$ cat src/rtl/pipeline_control_unit.sv
// pipeline_control_unit
//   Hazard and stall controller for a five-stage pipeline. It decides, every
//   cycle, which pipeline latches capture (en) and which load a bubble
//   (flush). The decision depends on the current FSM state and on the
//   hazards visible this cycle. A halt instruction drains the pipeline, and
//   the unit then parks in HALTED until reset.
//
//   Optional feature: define PIPE_PERF_CNT_EN to build the two 16-bit
//   saturating performance counters. Without it, both counter outputs are
//   tied to zero and no counter flops exist.
//
// Ports
//   CLK, RST                  clock; asynchronous active-high reset
//   ihit, dhit                instruction fetch / data access complete
//   dmemREN_MEM, dmemWEN_MEM  MEM-stage load / store pending
//   memtoReg_EX, Wsel_EX      EX-stage load and its destination register
//   rs_ID, rt_ID, usesRt_ID   ID-stage source registers
//   redirect_MEM, halt_MEM    taken branch/jump, halt instruction in MEM
//   pc_en .. memwb_flush      enables/flushes for PC and the four latches
//   halted                    processor stopped
//   stall_cycles, flush_events performance counters
module pipeline_control_unit (
    input  logic       CLK,
    input  logic       RST,
    input  logic       ihit,
    input  logic       dhit,
    input  logic       dmemREN_MEM,
    input  logic       dmemWEN_MEM,
    input  logic       memtoReg_EX,
    input  logic [4:0] Wsel_EX,
    input  logic [4:0] rs_ID,
    input  logic [4:0] rt_ID,
    input  logic       usesRt_ID,
    input  logic       redirect_MEM,
    input  logic       halt_MEM,
    output logic       pc_en,
    output logic       ifid_en,
    output logic       ifid_flush,
    output logic       idex_en,
    output logic       idex_flush,
    output logic       exmem_en,
    output logic       exmem_flush,
    output logic       memwb_en,
    output logic       memwb_flush,
    output logic       halted,
    output logic [15:0] stall_cycles,
    output logic [15:0] flush_events
);

    typedef enum logic [1:0] {RUN, MEMWAIT, DRAIN, HALTED} state_t;

    state_t state_q, state_d;
    logic   memwait;
    logic   loaduse;
    logic   active;

    assign memwait = (dmemREN_MEM | dmemWEN_MEM) & ~dhit;
    assign loaduse = memtoReg_EX & (Wsel_EX != 5'd0) &
                     ((Wsel_EX == rs_ID) | (usesRt_ID & (Wsel_EX == rt_ID)));
    // MEMWAIT resolves exactly like RUN: once dhit arrives memwait drops,
    // and the remaining hazards are evaluated in that same cycle.
    assign active  = (state_q == RUN) || (state_q == MEMWAIT);

    always_ff @(posedge CLK or posedge RST) begin
        if (RST) state_q <= RUN;
        else     state_q <= state_d;
    end

    always_comb begin
        state_d     = state_q;
        pc_en       = 1'b1;
        ifid_en     = 1'b1;
        ifid_flush  = 1'b0;
        idex_en     = 1'b1;
        idex_flush  = 1'b0;
        exmem_en    = 1'b1;
        exmem_flush = 1'b0;
        memwb_en    = 1'b1;
        memwb_flush = 1'b0;
        halted      = 1'b0;
        case (state_q)
            RUN, MEMWAIT: begin
                if (memwait) begin
                    // Freeze everything upstream of MEM; WB gets a bubble.
                    pc_en       = 1'b0;
                    ifid_en     = 1'b0;
                    idex_en     = 1'b0;
                    exmem_en    = 1'b0;
                    memwb_en    = 1'b0;
                    memwb_flush = 1'b1;
                    state_d     = MEMWAIT;
                end else begin
                    state_d = RUN;
                    if (halt_MEM) begin
                        // Let the halt retire into WB, squash the younger ones.
                        pc_en       = 1'b0;
                        ifid_en     = 1'b0;
                        ifid_flush  = 1'b1;
                        idex_en     = 1'b0;
                        idex_flush  = 1'b1;
                        exmem_en    = 1'b0;
                        exmem_flush = 1'b1;
                        state_d     = DRAIN;
                    end else if (redirect_MEM) begin
                        // PC loads the target even on a fetch miss.
                        ifid_en     = 1'b0;
                        ifid_flush  = 1'b1;
                        idex_en     = 1'b0;
                        idex_flush  = 1'b1;
                        exmem_en    = 1'b0;
                        exmem_flush = 1'b1;
                    end else if (loaduse) begin
                        // Hold PC and IF/ID, insert a bubble into EX.
                        pc_en      = 1'b0;
                        ifid_en    = 1'b0;
                        idex_en    = 1'b0;
                        idex_flush = 1'b1;
                    end else if (!ihit) begin
                        pc_en      = 1'b0;
                        ifid_en    = 1'b0;
                        ifid_flush = 1'b1;
                    end
                end
            end
            DRAIN: begin
                pc_en       = 1'b0;
                ifid_en     = 1'b0;
                idex_en     = 1'b0;
                exmem_en    = 1'b0;
                memwb_en    = 1'b0;
                memwb_flush = 1'b1;
                state_d     = HALTED;
            end
            HALTED: begin
                pc_en    = 1'b0;
                ifid_en  = 1'b0;
                idex_en  = 1'b0;
                exmem_en = 1'b0;
                memwb_en = 1'b0;
                halted   = 1'b1;
            end
            default: state_d = RUN;
        endcase
        // Reset overrides the outputs combinationally so they respond
        // immediately, not at the next clock edge.
        if (RST) begin
            pc_en       = 1'b0;
            ifid_en     = 1'b0;
            ifid_flush  = 1'b1;
            idex_en     = 1'b0;
            idex_flush  = 1'b1;
            exmem_en    = 1'b0;
            exmem_flush = 1'b1;
            memwb_en    = 1'b0;
            memwb_flush = 1'b1;
            halted      = 1'b0;
        end
    end

`ifdef PIPE_PERF_CNT_EN
    logic [15:0] stall_cnt_q, stall_cnt_d;
    logic [15:0] flush_cnt_q, flush_cnt_d;
    logic        stall_evt;
    logic        redirect_evt;

    // Both events are zero in DRAIN/HALTED, so the counters freeze there.
    assign stall_evt    = active & ~pc_en;
    assign redirect_evt = active & ~memwait & ~halt_MEM & redirect_MEM;

    always_comb begin
        stall_cnt_d = stall_cnt_q;
        flush_cnt_d = flush_cnt_q;
        if (stall_evt && stall_cnt_q != 16'hFFFF)
            stall_cnt_d = stall_cnt_q + 16'd1;
        if (redirect_evt && flush_cnt_q != 16'hFFFF)
            flush_cnt_d = flush_cnt_q + 16'd1;
    end

    always_ff @(posedge CLK or posedge RST) begin
        if (RST) begin
            stall_cnt_q <= 16'd0;
            flush_cnt_q <= 16'd0;
        end else begin
            stall_cnt_q <= stall_cnt_d;
            flush_cnt_q <= flush_cnt_d;
        end
    end

    assign stall_cycles = stall_cnt_q;
    assign flush_events = flush_cnt_q;
`else
    assign stall_cycles = 16'd0;
    assign flush_events = 16'd0;
`endif

endmodule

$ cat config.mk
export PLATFORM = sky130hd
export DESIGN_NAME = pipeline_control_unit
export DESIGN_NICKNAME = d
export VERILOG_FILES = /design/src/rtl/pipeline_control_unit.sv
export SDC_FILE = /design/constraint.sdc
export NUM_CORES = 1
export LEC_CHECK = 0
export CORE_UTILIZATION = 26
export DETAILED_ROUTE_END_ITERATION = 10
export PLACE_DENSITY = 0.89
export SLEW_MARGIN = 25
export SYNTH_ARGS = -nofsm -noshare
export SYNTH_HDL_FRONTEND = slang
export SYNTH_SLANG_ARGS = --single-unit
$ cat constraint.sdc
create_clock -name CLK -period 1.3 [get_ports CLK]
set_input_delay 0.13 -clock CLK [delete_from_list [all_inputs] [get_ports CLK]]
set_output_delay 0.13 -clock CLK [all_outputs]
set_load 0.05 [all_outputs]
==> results by group <==
Clock network
  • Hold_buf cts: 0
  • Clock root buffer: clkbuf_4
  • Sink Count: 2
  • Bufs on Longest Clock Path: 2
  • Number of CTS-inserted buffers: 3
  • Clock slew at reported path FFs: 0.04 ns
  • CTS tree: yes
  • Clk Latency, worst-skew pair: 0.23 ns
  • H-tree levels: 1

Status
  • Status: complete, but fails checks
  • Failing checks: setup timing

Yosys
  • Post-synthesis async set-or-reset flop share: 1.00
  • Gate Count Post-Synth: 75
  • Yosys warns: 0
  • Number of synthesized flops with an enable pin: 0
  • Yosys cell types: 23
  • Avg Cell Area, Syn: 7.34 sq um
  • Netlist Area Pre-Place: 551 sq um
  • Main synth FF type: dfrtp_1
  • Sequential element share of the synthesized area: 0.0909
  • Number of synthesized register bits: 2

Power and ir drop
  • Leakage power: 0.604 nW
  • Power share of the clock group: 0.216
  • Final Power: 0.732 mW
  • Combinational share of power: 0.698
  • Seq pwr share: 0.086
  • Sw Ratio: 0.524
  • VDD IR max: 0.000536 V
  • Pwr Density: 576 mW/mm^2
  • Sw power: 0.383 mW
  • P_int: 0.349 mW

Run
  • Max Cap Viol: 0

Timing
  • Period Utilization, post-route: 1.22
  • Worst setup margin: -0.285 ns
  • F_max: 631 MHz
  • Minimum clock period: 1.59 ns
  • Max Transition Viols Final: 0
  • Setup_tns: -1.57 ns
  • Layout Skew: 0.00905 ns
  • Final Hold Vio Count: 0
  • Final Setup Violations: 9
  • RSZ-0062 raised after global routing: yes

Drt
  • Vias per cell: 3.99
  • # DRC: 0
  • Initial detailed-routing violation count: 2
  • Final antenna-violating net count: 0
  • DRT Pass-1 Iters: 2
  • WL/cell: 12.1 um
  • Total wire length: 1.93 mm
  • Vias: 635

Die
  • Die W: 48.0 um
  • Die area: 0.00231 sq mm
  • Die Y: 48.0 um
  • Core Region: 0.00198 sq mm
  • Top Ports: 67
  • Initial Util: 0.278
  • Rows: 16

Worst setup path
  • Worst R2R End: state_q[0]
  • Critical Path AT: 1.46 ns
  • Largest delay share family, worst path: simple AND/OR/NAND/NOR gates
  • Critical path's most frequent cell: buf_6
  • Startpoint class of the critical path: input port
  • Critical path fanouts, max: 3
  • Crit. End Element: output port
  • Worst Path Class, Setup: in2out
  • Slowest stage delay, CP: 0.53 ns
  • Worst reg2reg startpoint: state_q[1]
  • Worst path depth: 6
  • CP bufs+invs: 3
  • Worst Path Required: 1.17 ns
  • Reg2Reg Setup Slack: 0.33 ns
  • Critical Path, Cell by Cell: buf_6 > or4_4 > o21a_4 > buf_6 > a31oi_4 > buf_12
  • Reg2reg path depth: 3
  • Crit path max-delay cell type: or4_4

Place
  • Placer Congestion: 0.763
  • Dpl hpwl: 1.56 mm
  • Port bufs: 34
  • Dpl ws: -0.666 ns

Cells and area
  • Fin nets: 158
  • Layout Area Growth over Synthesis: 131%
  • Max reg flops: 2
  • FILL cells: 152
  • Largest registers: state_q (2)
  • Reg with most FFs: state_q
  • Share of cells above drive strength 1: 0.462
  • Diode count: 0

Min path
  • Hold Crit Class: in2async

Global routing
  • Pin count of the biggest net entering global routing: 8
  • Initial antenna violation count: 0
  • Total global routing overflow: 0
  • First-pass GRT wire length: 2.26 mm
  • Tot GR Track Use: 0.152
  • Vias in the first global route: 569
-- cell families after synthesis --
| group | share of synthesized area |
|---|---|
| buffers and inverters | 0.470 |
| and+or+nand+nor | 0.127 |
| AOI/OAI and AO/OA | 0.145 |
| xor gates and xnor gates | 0.159 |
| DFF | 0.0909 |
| other | 0.00681 |
-- cell usage after synthesis (2+ instances only) --
| master | n | area share |
|---|---|---|
| dfrtp_1 | 2 | 0.091 |
| a31oi_1 | 2 | 0.023 |
| buf_4 | 32 | 0.44 |
| xnor2_1 | 10 | 0.16 |
| inv_1 | 5 | 0.034 |
| nor3_1 | 2 | 0.018 |
| nand2_1 | 3 | 0.020 |
| nor2_1 | 4 | 0.027 |
-- power by group through the flow --
stage | sequential, mW | combinational (mW) | clock (mW)
6_report | 0.0626 | 0.511 | 0.158
5_1_grt | 0.0626 | 0.536 | 0.170
4_1_cts | 0.0626 | 0.480 | 0.167
3_5_place_dp | 0.0634 | 0.480 | 0
3_3_place_gp | 0.0634 | 0.473 | 0
2_1_floorplan | 0.0634 | 0.388 | 0
-- stage by stage --
stage,util,area [sq um],hold WS (ns),cells
global placement,0.576,1140,0.639,153
CTS,0.605,1200,0.181,159
detailed placement,0.576,1140,0.657,153
global route,0.641,1270,0.220,159
floorplan,-,786,-0.0932,106
finish,0.641,1270,0.190,159
-- cell type report --
type	instances	area, sq um	share of cell area
timing repair buffer	54	597	0.470
multi-input combinational	67	543	0.428
sequential	2	51.3	0.0404
tap	27	33.8	0.0266
clock buffer	4	26.3	0.0207
inverter	5	18.8	0.0148
-- worst min-delay path: cells and delay by family --
family,cells,cell delay [ns]
buffers and inverters,3,0.61
-- routing by layer --
layer,up-vias,wire [um],track usage
met2,48,1120,0.351
met5,-,0,0
met1,285,554,0.0940
li1,298,-,-
met3,4,227,0.0528
met4,0,28,0.0667
-- cells in the final DEF (no fill, tap or decap), drive strengths merged --
cell            n
a21boi          1
dlygate4sd2    12
a31o            1
o22ai           1
clkdlybuf4s50   3
nor2            4
o21a            1
a31oi           2
or4             1
and3            1
dfrtp           2
nor4b           1
clkbuf          6
clkdlybuf4s15   2
xnor2          10
dlymetal6s2s    2
a21oi           1
o21bai          1
conb           32
buf            33
nor3            2
nand4           1
nand2           3
inv             5
o211ai          1
nand3           1
o31ai           1
o21ba           1
-- how the worst max path moves through the flow --
stage                          start          to  slack (ns)
after floorplan           state_q[1]     ifid_en       -0.55
after global placement    Wsel_EX[1]       pc_en       -0.62
after detailed placement  Wsel_EX[1]       pc_en       -0.67
after CTS                 Wsel_EX[1]  ifid_flush       -0.34
after global routing      state_q[1]     ifid_en       -0.33
final                     Wsel_EX[4]       pc_en       -0.29
-- repair_timing --
item                       4_1_cts  5_1_grt
resized for setup               40       21
setup endpoints to repair       10       10
setup buffers                    3        0
pin swaps                       24       16
Power figures use the tool's default switching activity.
